===== src/rtl/seq_magnitude_comparator.sv =====
// Chunk-serial magnitude comparator: walks CHUNK bits per clock from the MSB chunk down,
// stopping at the first unequal chunk. Signed mode biases the MSB so an unsigned compare works.
module seq_magnitude_comparator #(
    parameter int WIDTH = 16,
    parameter int CHUNK = 4
) (
    input  logic             clk,
    input  logic             rst_n,
    input  logic             start,
    input  logic             signed_mode,
    input  logic [WIDTH-1:0] a,
    input  logic [WIDTH-1:0] b,
    output logic             busy,
    output logic             done,
    output logic             A_gt_B,
    output logic             A_lt_B,
    output logic             A_eq_B
);
    localparam int NCHUNK = WIDTH / CHUNK;
    localparam int IDXW   = (NCHUNK > 1) ? $clog2(NCHUNK) : 1;

    typedef enum logic [1:0] {S_IDLE, S_RUN, S_DONE} state_t;

    state_t                         r_state, w_next;
    logic [WIDTH-1:0]               r_a, r_b;
    logic                           r_signed;
    logic [IDXW-1:0]                r_idx;
    logic                           r_gt, r_lt, r_eq;

    logic [WIDTH-1:0]               w_sign_mask;
    logic [NCHUNK-1:0][CHUNK-1:0]   w_a_ch, w_b_ch;
    logic [CHUNK-1:0]               w_ca, w_cb;
    logic                           w_ne, w_last;

    // Flipping both MSBs maps two's-complement order onto unsigned order.
    assign w_sign_mask = {r_signed, {(WIDTH-1){1'b0}}};
    assign w_a_ch      = r_a ^ w_sign_mask;
    assign w_b_ch      = r_b ^ w_sign_mask;
    assign w_ca        = w_a_ch[r_idx];
    assign w_cb        = w_b_ch[r_idx];
    assign w_ne        = (w_ca != w_cb);
    assign w_last      = (r_idx == '0);

    always_ff @(posedge clk or negedge rst_n) begin
        if (!rst_n) r_state <= S_IDLE;
        else        r_state <= w_next;
    end

    always_comb begin
        w_next = r_state;
        case (r_state)
            S_IDLE:  if (start) w_next = S_RUN;
            S_RUN:   if (w_ne || w_last) w_next = S_DONE;
            S_DONE:  w_next = S_IDLE;
            default: w_next = S_IDLE;
        endcase
    end

    always_ff @(posedge clk or negedge rst_n) begin
        if (!rst_n) begin
            r_a      <= '0;
            r_b      <= '0;
            r_signed <= 1'b0;
            r_idx    <= '0;
            r_gt     <= 1'b0;
            r_lt     <= 1'b0;
            r_eq     <= 1'b0;
        end else begin
            case (r_state)
                S_IDLE: begin
                    if (start) begin
                        r_a      <= a;
                        r_b      <= b;
                        r_signed <= signed_mode;
                        r_idx    <= IDXW'(NCHUNK - 1);
                    end
                end
                S_RUN: begin
                    if (w_ne) begin
                        r_gt <= (w_ca > w_cb);
                        r_lt <= (w_ca < w_cb);
                        r_eq <= 1'b0;
                    end else if (w_last) begin
                        r_gt <= 1'b0;
                        r_lt <= 1'b0;
                        r_eq <= 1'b1;
                    end else begin
                        r_idx <= r_idx - IDXW'(1);
                    end
                end
                default: ;
            endcase
        end
    end

    assign busy   = (r_state == S_RUN);
    assign done   = (r_state == S_DONE);
    assign A_gt_B = r_gt;
    assign A_lt_B = r_lt;
    assign A_eq_B = r_eq;

endmodule


===== config.mk =====
export PLATFORM = sky130hd
export DESIGN_NAME = seq_magnitude_comparator
export DESIGN_NICKNAME = d
export VERILOG_FILES = /design/src/rtl/seq_magnitude_comparator.sv
export SDC_FILE = /design/constraint.sdc
export NUM_CORES = 1
export LEC_CHECK = 0
export BUFFER_PORTS_ARGS = -buffer_cell sky130_fd_sc_hd__buf_2
export CAP_MARGIN = 20
export CORE_MARGIN = 2
export CORE_UTILIZATION = 61
export CTS_BUF_LIST = sky130_fd_sc_hd__clkbuf_4
export DETAILED_ROUTE_END_ITERATION = 16
export GPL_TIMING_DRIVEN = 0
export PLACE_DENSITY = 0.94
export SYNTH_ARGS = -nofsm -noshare
export SYNTH_HDL_FRONTEND = slang
export SYNTH_SLANG_ARGS = --single-unit

===== constraint.sdc =====
create_clock -name clk -period 4.75 [get_ports clk]
set_input_delay 0.2375 -clock clk [delete_from_list [all_inputs] [get_ports clk]]
set_output_delay 0.2375 -clock clk [all_outputs]
set_load 0.005 [all_outputs]

==> results of run 1 <==
## cell usage after synthesis
master,n
dfrtp_1,40
mux2_4,27
inv_1,8
mux4_2,8
mux2_2,6
ha_1,5
a21oi_1,4
buf_12,3
nand2_1,3
buf_6,2
nor3_1,2
o21ai_0,2
xor2_1,2
a32o_1,1
and2b_2,1
buf_2,1
nand4_2,1
nor2b_1,1
nor3b_2,1
nor3b_4,1
o21a_1,1
o21ai_2,1
or2_1,1
## stage by stage
| step | instances | power, mW | worst slack, ps | hold slack (ps) |
|---|---|---|---|---|
| floorplan | 122 | 1.160 | 2722 | -58.09 |
| global placement | 206 | 1.271 | 2583 | 367.6 |
| detailed placement | 206 | 1.335 | 2525 | 392.1 |
| CTS | 213 | 1.503 | 2481 | 14.81 |
| global route | 213 | 1.589 | 2368 | 45.29 |
| finish | 213 | 1.492 | 2490 | -6.624 |
## state kept, by name, summed over array words and instances (netlist names)
signal and cells:
r_a 16, r_b 16, r_idx 2, r_state 2
A_eq_B 1, A_gt_B 1, A_lt_B 1, r_signed 1
## layout make-up
class	instances	area, µm²
repair buffers	40	200.2
flip-flops and latches	40	1001
fillers	193	778.2
inverters	8	30.03
well taps	44	55.05
multi-input cells	68	875.8
clock inverters	1	5.005
clock buffers	6	45.04
plain buffers	6	87.58
## power by group
part           switching [mW]  internal, mW  total, mW
Clock                   0.104        0.0603      0.164
Combinational           0.275         0.443      0.718
Sequential              0.103         0.507      0.610
Total                   0.482          1.01       1.49
## worst max path at each step
stage                to  slack, ps  depth (start not counted)
2_1_floorplan    A_eq_B       2720                          7
3_3_place_gp   r_idx[1]       2580                          7
3_5_place_dp   r_idx[0]       2530                          7
4_1_cts        r_idx[0]       2480                          7
5_1_grt        r_idx[0]       2370                          7
6_report       r_idx[0]       2490                          7
## logic make-up (layout without fill, tap and decap cells)
family	Yosys count	in the layout
multiplexers	41	41
flip-flops	40	40
buffers and inverters	14	61
AND/OR/NAND/NOR	11	11
AO/OA/AOI/OAI	9	9
adder cells (fa/ha/maj)	5	5
XOR/XNOR	2	2
## placed cells by master (no fill, tap or decap), types with 2 or more instances in the layout
cell type / netlist / routed
buf_2: 1 / 41
dfrtp_1: 40 / 40
mux2_4: 27 / 27
mux4_2: 8 / 8
inv_1: 8 / 8
mux2_2: 6 / 6
clkbuf_4: 0 / 6
ha_1: 5 / 5
a21oi_1: 4 / 4
buf_12: 3 / 3
nand2_1: 3 / 3
buf_6: 2 / 2
xor2_1: 2 / 2
nor3_1: 2 / 2
o21ai_0: 2 / 2
## per-layer routing
metal,part of all wire,vias to the layer above,wire (µm),global-route usage
met4,0.030,0,112,0.1056
li1,-,530,-,-
met3,0.043,15,161,0.06933
met2,0.52,39,1940,0.4012
met5,0,-,0,0
met1,0.41,574,1530,0.2857
==> impl_metrics.tcl, run 1 <==
set metrics [dict create \
    finalSetupViolations 0 \
    crit_fanout 10 \
    wl_um 3745 \
    cts_tree "done" \
    grt_max_degree 41 \
    rrSetupSlack_ps 2490 \
    reg2reg_depth 7 \
    synth_top_area_cell "dfrtp_1" \
    slowest_delay_ps 520 \
    initial_core_util 0.6480 \
    violations "negative hold slack" \
    synth_top_family_by_area "multiplexers" \
    htreeDepth 2 \
    post-cts-setup-buffer-count 0 \
    slew-limit-headroom 0.4189 \
    fin_skew_ps 6.864 \
    finalHoldViolations 10 \
    hpwl_um 2860 \
    synth_seq_cells 40 \
    syn2layout_area_growth_pct 15.31 \
    cp.required_ps 5020 \
    syn_avg_cell_area_um2 16.35 \
    fin_crit_sh 0.4759 \
    numCtsBuffers 5 \
    muxShareOfSynthArea 0.3275 \
    critPathKind "flop to flop" \
    grt_pass1_vias 1316 \
    crit_path_end_kind "flop" \
    max-vdd-ir-drop_v 0.0003555 \
    holdWs_ps -6.624 \
    pin_count 41 \
    vias 1158 \
    die_h_um 61.18 \
    arrival_ps 2530 \
    min_path_type "primary input to asynchronous set/reset pin" \
    slew_violations 0 \
    grt_setup_unrepaired "false" \
    port-buffer-count 40 \
    cts.path.max_buffers 2 \
    rows 20 \
    synth_compound_area_frac 0.02823 \
    grt_util_all_layers 0.2385 \
    leakagePower_nw 1.138 \
    path_buf_inv 1 \
    core_area_um2 3078 \
    synth.area.top_cells "dfrtp_1 50%, mux2_4 20%, mux4_2 9.0%" \
    grt.overflow.total 0 \
    final_layout_size_suffix_gt1_frac 0.5858 \
    grt_pass1_wl_um 6134 \
    gp_congestion 0.7498 \
    ys.warnings.count 0 \
    totalNegativeSetupSlack_ps 0 \
    path_cells "buf_6, mux4_2, ha_1, nand4_2, nor3b_4, nor3_1, a21oi_1" \
    synthDistinctLibCells 23 \
    startpoint "r_idx[0]" \
    r2r_start "r_idx[0]" \
    diodes 0 \
    drtPass1Iterations 4 \
    synth_fa_ha_area_frac 0.03137 \
    postCtsHoldBufs 0 \
    synthCells 122 \
    reg2reg_to "r_idx[0]" \
    start_kind "flop" \
    final_util 0.7472 \
    synth_nets 163 \
    synthSimpleGateAreaFrac 0.04329 \
    synth_top_area_frac 0.5019 \
    postPlaceCellArea_um2 2250 \
    clockRootBuffer "clkbuf_4" \
    design_area_um2 2300 \
    cts.clk_slew.worst_paths_ps 110 \
    critPathTopFamily "simple AND/OR/NAND/NOR gates" \
    first_iter_violations 27 \
    die-width_um 61.18 \
    synth_xor_area_frac 0.008783 \
    status "finished with violations" \
    die-area_um2 3743 \
    clk-insertion-delay-late_ps 350 \
    antenna_left 0 \
    yosysSeqAreaShare 0.5019 \
    antenna_found_initial 0 \
    netlist_area_um2 1994 \
    viasPerCell 5.437 \
    slowest_stage "mux4_2" \
    cts_sinks 40 \
    layout_min_cycle_time_ps 2260 \
    cap_violations 0 \
    drc 0 \
    max_freq_ghz 0.4424 \
    post_cts_resized 0 \
    p_per_area_nw_per_um2 649.0 \
    max_slew.worst_pin.slew_ps 871.6 \
    fin_nets 210 \
    wl_per_cell_um 17.58 \
]
Power figures use the tool's default switching activity.
==> inputs of run 2 (changes only) <==
--- a/config.mk
+++ b/config.mk
@@ -8,11 +8,11 @@
 export BUFFER_PORTS_ARGS = -buffer_cell sky130_fd_sc_hd__buf_2
 export CAP_MARGIN = 20
 export CORE_MARGIN = 2
-export CORE_UTILIZATION = 61
+export CORE_UTILIZATION = 51
 export CTS_BUF_LIST = sky130_fd_sc_hd__clkbuf_4
 export DETAILED_ROUTE_END_ITERATION = 16
 export GPL_TIMING_DRIVEN = 0
-export PLACE_DENSITY = 0.94
+export PLACE_DENSITY = 0.84
 export SYNTH_ARGS = -nofsm -noshare
 export SYNTH_HDL_FRONTEND = slang
 export SYNTH_SLANG_ARGS = --single-unit
==> constraint.sdc (replaced) <==
create_clock -name clk -period 1.92 [get_ports clk]
set_input_delay 0.096 -clock clk [delete_from_list [all_inputs] [get_ports clk]]
set_output_delay 0.096 -clock clk [all_outputs]
set_load 0.005 [all_outputs]
==> run 2 against run 1 <==
Against the previous run:
- combinational power increased to 3.3 times the previous value
- critical path type unchanged
- power grew to 3.0 times the previous value
- clock power rose to 3.3 times the previous value
- the run ends with negative setup slack left
- register-to-register slack got worse by 2800 ps
- non-clock buffer count is 41 higher
- flip-flop and latch count did not move
- clock skew rose by 7.7 ps
- wire length is 35% higher
- sequential share of layout area is 8.1 points lower
==> impl_metrics.tcl, run 2 (synthesized netlist as in run 1, its figures left out) <==
set metrics [dict create \
    status "finished with violations" \
    violations "negative setup slack" \
    crit_fanout 3 \
    postLayoutSetupSlackWorst_ps -272.2 \
    hpwl_um 2732 \
    rrSetupSlack_ps -270 \
    min_path_type "primary input to asynchronous set/reset pin" \
    die-width_um 66.54 \
    cts.clk_slew.worst_paths_ps 120 \
    r2r_start "r_signed" \
    grt.overflow.total 0 \
    seq_power_share 0.345 \
    drtPass1Iterations 4 \
    layout_commonest_cell "buf_2" \
    pre_cts_slack_ps -235.3 \
    slew-limit-headroom 0.4139 \
    swShare 0.3356 \
    leakagePower_nw 1.333 \
    clockRootBuffer "clkbuf_4" \
    die-area_um2 4427 \
    n_fill_cell 218 \
    grt_util_all_layers 0.2474 \
    vias 1390 \
    port-buffer-count 40 \
    total_power_mw 4.483 \
    postPlaceCellArea_um2 2301 \
    viasPerCell 5.367 \
    power_switching_mw 1.505 \
    slowest_delay_ps 510 \
    pin_count 41 \
    slowest_stage "mux4_2" \
    start_kind "flop" \
    fin_nets 251 \
    clk-insertion-delay-late_ps 370 \
    reg_top3 "r_a: 16 flops, r_b: 16 flops" \
    finalHoldViolations 0 \
    core_area_um2 3716 \
    cts_tree "done" \
    final_util 0.7616 \
    finalSetupViolations 7 \
    cts.path.max_buffers 2 \
    arrival_ps 2460 \
    final_cell_mix "41 x buf_2, 39 x dfrtp_1, 34 x dlygate4sd3_1" \
    path_cells "xor2_1, mux4_2, ha_4, nand4_4, buf_12, o21ai_4, inv_2, o21a_1" \
    cap_violations 0 \
    p_int_mw 2.978 \
    wl_per_cell_um 19.51 \
    slew_violations 0 \
    max_freq_ghz 0.4562 \
    syn2layout_area_growth_pct 41.91 \
    grt_pass1_vias 1505 \
    critPathKind "flop to flop" \
    diodes 0 \
    final_layout_size_suffix_gt1_frac 0.5355 \
    p_per_area_nw_per_um2 1584 \
    antenna_found_initial 0 \
    grt_pass1_wl_um 7762 \
    initial_core_util 0.5367 \
    fin_skew_ps 14.53 \
    numCtsBuffers 5 \
    gp_congestion 0.7609 \
    layout_min_cycle_time_ps 2192 \
    die_h_um 66.54 \
    instances_no_fill 259 \
    clkPwrFrac 0.122 \
    design_area_um2 2830 \
    crit_path_end_kind "flop" \
    drc 0 \
    wl_um 5052 \
    max-vdd-ir-drop_v 0.0006898 \
    antenna_left 0 \
    grt_max_degree 41 \
    htreeDepth 2 \
    cp.required_ps 2190 \
    cts_sinks 40 \
    max_slew.worst_pin.slew_ps 879.2 \
    reg2reg_depth 8 \
    fin_crit_sh 1.142 \
    grt_setup_unrepaired "true" \
    comb_power_share 0.534 \
    rows 22 \
    dp.cells 210 \
    first_iter_violations 87 \
    reg2reg_to "A_eq_B" \
]
run 2: cell count changes in the layout (fill, tap and decap cells not counted), sizes merged:
cell,delta
dlygate4sd3,+34
buf,+7
bufinv,+1
clkbuf,-1
clkinv,+1
run 2: routing by layer:
metal	global-route usage	vias up	routed length (µm)
met1	0.2805	703	1998
met3	0.05068	20	214
met4	0.09694	0	180
met2	0.4525	50	2659
li1	-	617	-
met5	0	-	0
run 2: worst max-delay path by stage:
stage          startpoint       end  slack (ps)  depth (start not counted)
4_1_cts          r_idx[0]  r_idx[1]        -150                          7
3_3_place_gp     r_idx[0]    A_eq_B        -180                          7
6_report         r_signed    A_eq_B        -270                          8
5_1_grt          r_idx[0]  r_idx[0]        -410                          7
3_5_place_dp     r_idx[0]    A_eq_B        -240                          7
2_1_floorplan    r_idx[0]    A_eq_B         -70                          7
run 2: worst max-delay path: cells and delay by family, from the launching register on:
family                     cells  cell delay [ps]
and+or+nand+nor                1              120
AOI/OAI and AO/OA              2              320
xor gates and xnor gates       1              170
adders and majority gates      1              320
muxes                          1              510
DFF                            1              430
buffers and inverters          2              220
run 2: power by group through the flow:
stage               sequential [mW]  combinational, mW  clock, mW
CTS                            1.51               2.16      0.548
detailed placement             1.52               1.99          0
global route                   1.58               2.55      0.592
global placement               1.48               1.88          0
floorplan                      1.43               1.63          0
finish                         1.55               2.39      0.545
run 2: cell type report:
cell class                 instances  area (µm²)  share of cell area
buffer                             6       91.34             0.03227
tap                               48       60.06             0.02122
multi-input combinational         68       942.2              0.3329
inverter                           8       30.03             0.01061
sequential                        40        1002              0.3541
clock buffer                       5       37.54             0.01326
clock inverter                     3       37.54             0.01326
timing repair buffer              81       629.4              0.2224
run 2: repair_timing:
action                     4_1_cts  5_1_grt
gates resized for setup          8        3
hold buffers                    34        0
gates cloned                     1        0
hold endpoints to repair        73        0
buffers inserted                 4        2
pin swaps                        5        1
setup endpoints to repair        7        7
run 2: stage by stage:
| step | TNS [ps] | hold WS, ps |
|---|---|---|
| after CTS | -727.9 | 381.4 |
| after floorplan | -125.7 | -199.6 |
| final | -1521 | 366.6 |
| after global placement | -793.7 | 225.5 |
| after detailed placement | -1089 | 254.3 |
| after global routing | -2181 | 368.8 |
